[src/rtl/count_pwm_stage.sv]
// PWM stage driven by a free-running mod-16 counter: duty in sixteenths, updates
// taken through valid/ready and applied only at period boundaries, plus wrap/period/sequence tracking.
module count_pwm_stage #(
  parameter int PERIOD_W = 8
) (
  input  logic                clk,
  input  logic                reset,
  input  logic [3:0]          count,
  input  logic [4:0]          duty_data,
  input  logic                duty_valid,
  output logic                duty_ready,
  output logic                pwm_out,
  output logic                wrap_pulse,
  output logic [PERIOD_W-1:0] period_cnt,
  output logic                seq_err
);

  logic [3:0]          r_prev_count;
  logic                r_prev_valid;
  logic [4:0]          r_active_duty;
  logic [4:0]          r_pend_duty;
  logic                r_pend_flag;
  logic                r_pwm;
  logic                r_wrap;
  logic [PERIOD_W-1:0] r_period_cnt;
  logic                r_seq_err;

  logic [3:0] w_next_count;
  logic       w_wrap;
  logic       w_seq_break;
  logic       w_accept;
  logic       w_apply;
  logic [4:0] w_eff_duty;

  function automatic logic [4:0] sat_duty(input logic [4:0] d);
    return (d > 5'd16) ? 5'd16 : d;
  endfunction

  assign w_next_count = r_prev_count + 4'd1;
  assign w_wrap       = r_prev_valid && (r_prev_count == 4'd15) && (count == 4'd0);
  assign w_seq_break  = r_prev_valid && (count != w_next_count);
  assign w_accept     = duty_valid && !r_pend_flag;
  assign w_apply      = w_wrap && r_pend_flag;
  // A pending duty is used for the count==0 slot itself, so the new period is whole.
  assign w_eff_duty   = w_apply ? r_pend_duty : r_active_duty;

  // Stage p0 -> registered outputs
  always_ff @(posedge clk or posedge reset) begin
    if (reset) begin
      r_prev_count  <= 4'd0;
      r_prev_valid  <= 1'b0;
      r_active_duty <= 5'd0;
      r_pend_duty   <= 5'd0;
      r_pend_flag   <= 1'b0;
      r_pwm         <= 1'b0;
      r_wrap        <= 1'b0;
      r_period_cnt  <= '0;
      r_seq_err     <= 1'b0;
    end else begin
      r_prev_count <= count;
      r_prev_valid <= 1'b1;
      r_pwm        <= ({1'b0, count} < w_eff_duty);
      r_wrap       <= w_wrap;
      if (w_wrap)
        r_period_cnt <= r_period_cnt + PERIOD_W'(1);
      if (w_seq_break)
        r_seq_err <= 1'b1;
      // Accept and apply are exclusive: accept needs pend_flag low, apply needs it high.
      if (w_apply) begin
        r_active_duty <= r_pend_duty;
        r_pend_flag   <= 1'b0;
      end else if (w_accept) begin
        r_pend_duty <= sat_duty(duty_data);
        r_pend_flag <= 1'b1;
      end
    end
  end

  assign duty_ready = !r_pend_flag;
  assign pwm_out    = r_pwm;
  assign wrap_pulse = r_wrap;
  assign period_cnt = r_period_cnt;
  assign seq_err    = r_seq_err;

endmodule

[config.mk]
export PLATFORM = sky130hd
export DESIGN_NAME = count_pwm_stage
export DESIGN_NICKNAME = d
export VERILOG_FILES = /design/src/rtl/count_pwm_stage.sv
export SDC_FILE = /design/constraint.sdc
export NUM_CORES = 1
export LEC_CHECK = 0
export BUFFER_PORTS_ARGS = -buffer_cell sky130_fd_sc_hd__buf_2
export CORE_ASPECT_RATIO = 1.25
export CORE_MARGIN = 10
export CORE_UTILIZATION = 45
export DETAILED_ROUTE_END_ITERATION = 10
export PLACE_DENSITY = 0.72
export SLEW_MARGIN = 10
export SYNTH_ARGS = -nofsm -noshare
export SYNTH_HDL_FRONTEND = slang
export SYNTH_SLANG_ARGS = --single-unit
[constraint.sdc]
create_clock -name clk -period 3 [get_ports clk]
set_clock_uncertainty 0.15 [all_clocks]
set_input_delay 0.6 -clock clk [delete_from_list [all_inputs] [get_ports clk]]
set_output_delay 0.6 -clock clk [all_outputs]
set_load 0.02 [all_outputs]
== Yosys cells after proc, flatten, opt, wreduce, memory -nomap -nowiden ==
Index checks and enable logic that the tools add are counted.

* Add/sub/neg operators: 2
* Magnitude comparators: 2
* Eq/ne operators: 2
* Mux-type cells: 4
* Bitwise logic cells: 1
* Reduce and logical (&&, ||, !) cells: 9

{| class="wikitable"
|+ Operators by type and width
! kind !! number
|-
| 5-bit 2-to-1 mux || 2
|-
| 8-bit by 1-bit adder with 8-bit output, second input constant || 1
|-
| 5-bit > comparator, second input constant || 1
|-
| 1-bit logical AND || 5
|-
| 4-bit by 5-bit less-than comparator with 1-bit output || 1
|-
| 4-bit by 1-bit adder with 4-bit output, second input constant || 1
|-
| 4-bit equality test, second input constant || 1
|-
| 4-bit zero test || 1
|-
| 4-bit != test || 1
|-
| 1-bit 2-to-1 mux || 2
|-
| 2-bit AND reduction || 1
|-
| 2-bit nonzero test || 1
|-
| 1-bit zero test || 1
|-
| 1-bit inverter || 1
|}

* Flip-flop bits (word level): 27
* Bits of input ports: 12
* Output and inout bits: 12

== Depth between registers and ports, before layout ==
Gate-level depths: netlist (run 1).

* Depth after elaboration: 6
* Gate-level depth with buffers: 9
* Gate-level depth less buffers: 9

== Worst setup path before layout (run 1) ==
No wires, ideal clock.

* Kind: input to register
* From: input count[1]
* To: register r_pwm, in the netlist pwm_out
* Setup time: 0.082 ns
* Arrival: 2.268 ns
* Data required time: 2.768 ns
* Setup slack: 0.500 ns
* Stages: 8
* Cell sequence: and4bb_1 > nand3_1 > mux2i_1 > ha_1 > a21o_1 > a211oi_1 > a211oi_1 > o22ai_1

* Longest elaborated chain between the ends: 5

{| class="wikitable"
|+ RTL lines
! what !! line !! source
|-
| start, declared || 8 || <nowiki>input logic [3:0] count,</nowiki>
|-
| 4-bit zero test || 40 || <nowiki>assign w_wrap = r_prev_valid && (r_prev_count == 4'd15) && (count == 4'd0);</nowiki>
|-
| 1-bit logical AND || 40 ||
|-
| 1-bit logical AND || 43 || <nowiki>assign w_apply = w_wrap && r_pend_flag;</nowiki>
|-
| 5-bit 2-to-1 mux || n/a ||
|-
| 4-bit by 5-bit less-than comparator with 1-bit output (*) || 62 || <nowiki>r_pwm <= ({1'b0, count} < w_eff_duty);</nowiki>
|-
| end signal, assigned || 62 ||
|-
| end, declared || 23 || <nowiki>logic r_pwm;</nowiki>
|}

Mark *: on every way between the ends. The rest lies on a longest branch, timed or not.
A chain may end at the register's enable or synchronous reset.

== Final worst setup path (run 1) ==
* From: register r_prev_count[0]
* To: register r_pwm, in the netlist pwm_out

* Longest elaborated chain between the ends: 6

{| class="wikitable"
|+ RTL lines
! what !! line !! source
|-
| start, declared || 18 || <nowiki>logic [3:0] r_prev_count;</nowiki>
|-
| start signal, assigned || 60 || <nowiki>r_prev_count <= count;</nowiki>
|-
| 4-bit equality test || 40 ||
|-
| 1-bit logical AND (2 in series) || 40 ||
|-
| 1-bit logical AND || 43 ||
|-
| 5-bit 2-to-1 mux || n/a ||
|-
| 4-bit by 5-bit less-than comparator with 1-bit output || 62 ||
|}

No other way between the ends.

==> flow_summary.ini, run 1 <==
[layout]
finalNetCount = 141
num-fill-cells = 225
instances_no_fill = 156
area_growth_pct = 15.3
finish.instance_area_um2 = 1380
diodes = 0
final_layout_size_suffix_gt1_frac = 0.260

[floorplanning]
boundaryPins = 24
die_area_um2 = 5120
start_util = 0.481
rows = 20
core_um2 = 2480
dieHeight_um = 77.6
die_w_um = 66.0

[critical_path]
critPathSlowestCell = dfrtp_1
r2r_slack_ns = 0.39
start_kind = flop
worst-r2r-cell-count = 9
worstPathRequired_ns = 3.11
critPathMaxFanout = 4
r2r-start = r_prev_count[0]$_DFF_PP0_
crit_path_end_kind = flop
slowest_delay_ns = 0.43
timing.rr.end = pwm_out$_DFF_PP0_
crit_chain = ha_1 -> and4bb_1 -> nand3_1 -> buf_4 -> mux2i_1 -> ha_1 -> a211oi_1 -> a211oi_1 -> o22ai_1
critPathBufInv = 1
cp_top_family = compound AO/OA/AOI/OAI gates
crit_arrival_ns = 2.72
worst-setup-path-type = flop to flop

[sta]
tightest_slew_ns = 0.960
period_share = 0.871
totalNegativeSetupSlack_ns = 0
hold_viol = 0
setup_ws_ns = 0.388
min_period_ns = 2.61
rsz0062_at_grt = false
setup_viol = 0
maxSlewHeadroom = 0.359
drv_slew = 0
clock.fmax_ghz = 0.383

[drt]
drc = 0
wl_um = 2040
vias = 782
firstDrtPassIters = 4
ant_nets = 0
viasPerCell = 5.01
dr.first_iter.drc_count = 26
wl_per_cell_um = 13.0

[power_and_ir_drop]
p_comb_frac = 0.088
finalPower_uw = 592
internal-power_uw = 451
p_per_area_nw_per_um2 = 431
p_sw_uw = 142
switching_share = 0.239
seqPwrFrac = 0.648
clkPwrFrac = 0.265
peakVddDrop_mv = 0.292
p_leak_nw = 0.727

[clock_tree]
cts_hold_buf = 0
clk_latency_ns = 0.32
clock_sinks = 27
cts_made_buffers = 3
clk_pin_slew_ns = 0.15
clockRootBuffer = clkbuf_4
cts-htree-levels = 1
cts_resized = 0
cts_buffer_depth = 2
cts_setup_buffers = 0
tritoncts = built

[yosys]
yosysWarnings = 0
synthCells = 96
ys_seq_elements = 27
synth-main-ff-cell = dfrtp_1
yosysSeqAreaShare = 0.567
async_flop_share = 1.00
syn_nets = 113
synth_edf_count = 0
synth.distinct_cells = 26
netlist_area_um2 = 1190
syn-mean-instance-area_um2 = 12.4

[global_route]
overflow = 0
grt_pass1_wl_um = 3630
grt_pass1_vias = 837
grt_max_degree = 28
grtUsageTotal = 0.0870
grt_antenna_before_repair = 0

[outcome]
status = finished, final reports clean

[placement]
pre_cts_slack_ns = 0.204
placed_area_um2 = 1350
place.port_buffers = 23
dp.cells = 152
globalplace.congestion = 0.783
dp_hpwl_um = 1670

[run]
maxCapViolations = 0

[min_path]
min_from = count[3]
hp-class = input pin to flop
hold_depth = 1
min_to = r_prev_count[3]$_DFF_PP0_
[through the flow]
stage / hold slack [ns] / util
after detailed placement: 0.311 / 0.543
after global placement: 0.306 / 0.543
after floorplan: 0.299 / -
after global routing: 0.255 / 0.555
after CTS: 0.267 / 0.555
final: 0.281 / 0.555
[power by group through the flow]
stage                     registers, mW  clock network, mW  logic, mW
after CTS                         0.384              0.166     0.0539
after floorplan                   0.391                  0     0.0319
after detailed placement          0.391                  0     0.0536
final                             0.384              0.157     0.0521
after global placement            0.390                  0     0.0521
after global routing              0.386              0.179     0.0600
[layout by cell type (no fill, tap or decap), types with 2 or more instances in the layout]
| cell type | n |
|---|---|
| mux2_2 | 3 |
| a211oi_1 | 2 |
| and3_1 | 2 |
| dfrtp_1 | 27 |
| buf_2 | 23 |
| o21ai_0 | 4 |
| clkbuf_4 | 3 |
| mux2i_1 | 3 |
| ha_1 | 5 |
| xnor2_1 | 10 |
| nand2b_1 | 4 |
| o21a_1 | 3 |
| nand3_1 | 2 |
| inv_1 | 5 |
| nand4_1 | 4 |
| nand2_1 | 7 |
| xor2_1 | 3 |
| and4bb_1 | 2 |
[routing by layer]
layer,vias up,global-route usage,routed length [um]
met5,-,0,0
met1,384,0.0887,854
met3,2,0.0330,119
met2,12,0.155,1040
li1,384,-,-
met4,0,0.0315,19
[logic make-up after synthesis]
kind of cell               share of synthesized area
AOI/OAI and AO/OA                             0.0777
xor gates and xnor gates                      0.0955
adders and majority gates                     0.0525
buffers and inverters                         0.0252
DFF                                            0.567
muxes                                         0.0630
other                                        0.00314
and+or+nand+nor                                0.116
[how the worst max path moves through the flow]
stage,from,end,slack (ns),cells past startpoint
5_1_grt,r_prev_count[0]$_DFF_PP0_,pwm_out$_DFF_PP0_,0.14,9
3_5_place_dp,count[1],pwm_out$_DFF_PP0_,0.20,9
2_1_floorplan,count[1],pwm_out$_DFF_PP0_,0.50,8
3_3_place_gp,count[2],pwm_out$_DFF_PP0_,0.37,9
4_1_cts,r_prev_count[0]$_DFF_PP0_,pwm_out$_DFF_PP0_,0.35,9
6_report,r_prev_count[0]$_DFF_PP0_,pwm_out$_DFF_PP0_,0.39,9
[synthesized netlist by cell type (2+ instances only)]
cell type | count | share of area
a211oi_1 | 2 | 0.013
and3_1 | 2 | 0.010
and4bb_1 | 2 | 0.021
dfrtp_1 | 27 | 0.57
ha_1 | 5 | 0.052
inv_1 | 5 | 0.016
mux2_2 | 3 | 0.028
mux2i_1 | 3 | 0.025
nand2_1 | 7 | 0.022
nand2b_1 | 4 | 0.021
nand3_1 | 2 | 0.0084
nand4_1 | 4 | 0.021
o21a_1 | 3 | 0.019
o21ai_0 | 4 | 0.017
xnor2_1 | 10 | 0.073
xor2_1 | 3 | 0.022
[layout make-up]
cell class | instances | area, um^2 | share of cell area
Tap cell | 33 | 41.3 | 0.0300
Inverter | 5 | 18.8 | 0.0136
Sequential cell | 27 | 676 | 0.491
Timing Repair Buffer | 24 | 123 | 0.0892
Multi-Input combinational cell | 63 | 487 | 0.354
Clock buffer | 3 | 22.5 | 0.0164
Clock inverter | 1 | 7.51 | 0.00546
[sequential cells by signal, indices dropped and copies added (netlist names)]
register       cells
period_cnt         8
r_active_duty      5
r_pend_duty        5
r_prev_count       4
pwm_out            1
r_pend_flag        1
r_prev_valid       1
seq_err            1
wrap_pulse         1
Note: power is estimated with default switching activity, not from simulation.
==> inputs of run 2 (changes only) <==
CORE_UTILIZATION = 36   (was 45)
GPL_ROUTABILITY_DRIVEN = 1   (was default)
HOLD_SLACK_MARGIN = 0.05   (was default)
PLACE_DENSITY = 0.61   (was 0.72)
==> flow_summary.ini, run 2 (synthesis results as in run 1) <==
[floorplanning]
die_area_um2 = 6030
boundaryPins = 24
core_um2 = 3190
start_util = 0.373
dieHeight_um = 84.3
die_w_um = 71.5
rows = 23

[critical_path]
critPathSlowestCell = dfrtp_1
worst-setup-path-type = flop to flop
crit_arrival_ns = 2.51
r2r-start = r_prev_count[0]$_DFF_PP0_
worst-r2r-cell-count = 9
slowest_delay_ns = 0.41
critPathMaxFanout = 3
crit_start = r_prev_count[0]$_DFF_PP0_
worstPathRequired_ns = 3.04
timing.rr.end = pwm_out$_DFF_PP0_
start_kind = flop
r2r_slack_ns = 0.53
crit_chain = ha_1 -> and4bb_1 -> nand3_1 -> mux2i_1 -> ha_1 -> a21o_1 -> a211oi_1 -> a211oi_1 -> o22ai_1
crit_path_end_kind = flop

[sta]
drv_slew = 0
clock.fmax_ghz = 0.405
min_period_ns = 2.47
rsz0062_at_grt = false
totalNegativeSetupSlack_ns = 0
holdWs_ns = 0.229
setup_viol = 0
hold_viol = 0
period_share = 0.822

[drt]
dr.first_iter.drc_count = 19
drc = 0
firstDrtPassIters = 4
wl_um = 2140
vias = 760
wl_per_cell_um = 13.3
viasPerCell = 4.72
ant_nets = 0

[min_path]
hp-class = input pin to asynchronous set/reset pin

[clock_tree]
cts_setup_buffers = 0
clockRootBuffer = clkbuf_8
cts_resized = 0
cts_made_buffers = 3
clk_latency_ns = 0.27
cts-htree-levels = 1
cts_hold_buf = 0
clock_sinks = 27
clk_pin_slew_ns = 0.09
tritoncts = built
cts_buffer_depth = 2

[global_route]
grt_antenna_before_repair = 0
grt_pass1_vias = 885
grt_max_degree = 28
grt_pass1_wl_um = 3970
grtUsageTotal = 0.0782
overflow = 0

[layout]
seq_area_um2 = 676
finalNetCount = 142
final_core_util = 0.439
largest_reg_flops = 8
multi_input_area_um2 = 487
final_cell_mix = 27 x dfrtp_1, 23 x buf_2, 10 x xnor2_1
diodes = 0
area_growth_pct = 17.6
num-fill-cells = 307
final_layout_size_suffix_gt1_frac = 0.258
final_common_cell = dfrtp_1

[power_and_ir_drop]
p_per_area_nw_per_um2 = 456
internal-power_uw = 495
p_leak_nw = 0.741
switching_share = 0.226
p_comb_frac = 0.083
finalPower_uw = 639
peakVddDrop_mv = 0.263
p_sw_uw = 144
seqPwrFrac = 0.599
clkPwrFrac = 0.317

[placement]
globalplace.congestion = 0.770
dp_hpwl_um = 1680
place.port_buffers = 23

[outcome]
status = finished, final reports clean

[run]
maxCapViolations = 0
[run 2: per-stage QoR]
| stage | instance area (um^2) | setup WS, ns | std cells |
|---|---|---|---|
| floorplan | 1190 | 0.500 | 96 |
| global placement | 1360 | 0.370 | 157 |
| detailed placement | 1360 | 0.371 | 157 |
| CTS | 1400 | 0.518 | 161 |
| global route | 1400 | 0.377 | 161 |
| finish | 1400 | 0.533 | 161 |
[run 2: worst max path at each step]
stage                   endpoint  slack (ns)
6_report       pwm_out$_DFF_PP0_        0.53
5_1_grt        pwm_out$_DFF_PP0_        0.38
4_1_cts        pwm_out$_DFF_PP0_        0.52
3_5_place_dp   pwm_out$_DFF_PP0_        0.37
3_3_place_gp   pwm_out$_DFF_PP0_        0.37
2_1_floorplan  pwm_out$_DFF_PP0_        0.50
[run 2: power groups by stage]
stage          registers, mW  logic, mW  clock network, mW
3_3_place_gp           0.390     0.0535                  0
3_5_place_dp           0.391     0.0550                  0
2_1_floorplan          0.391     0.0319                  0
6_report               0.383     0.0533              0.203
5_1_grt                0.385     0.0629              0.225
4_1_cts                0.383     0.0553              0.213
[run 2: metal layers]
layer / GRT usage / wire length [um] / share of wire
met4: 0.0265 / 13 / 0.0061
met5: 0 / 0 / 0
met3: 0.0271 / 121 / 0.056
met2: 0.128 / 1010 / 0.47
met1: 0.0921 / 996 / 0.46
[run 2: critical path, delay by kind of cell (launching register included)]
kind,cells,cell delay [ns]
compound gates,4,0.73
fa+ha+maj,2,0.50
flops,1,0.41
simple gates,2,0.32
mux,1,0.27
[run 2: area by class of cell]
type	instances	area share
flip-flops and latches	27	0.482
repair buffers	25	0.0928
well taps	37	0.0330
inverters	5	0.0134
multi-input cells	63	0.347
clock buffers	4	0.0321
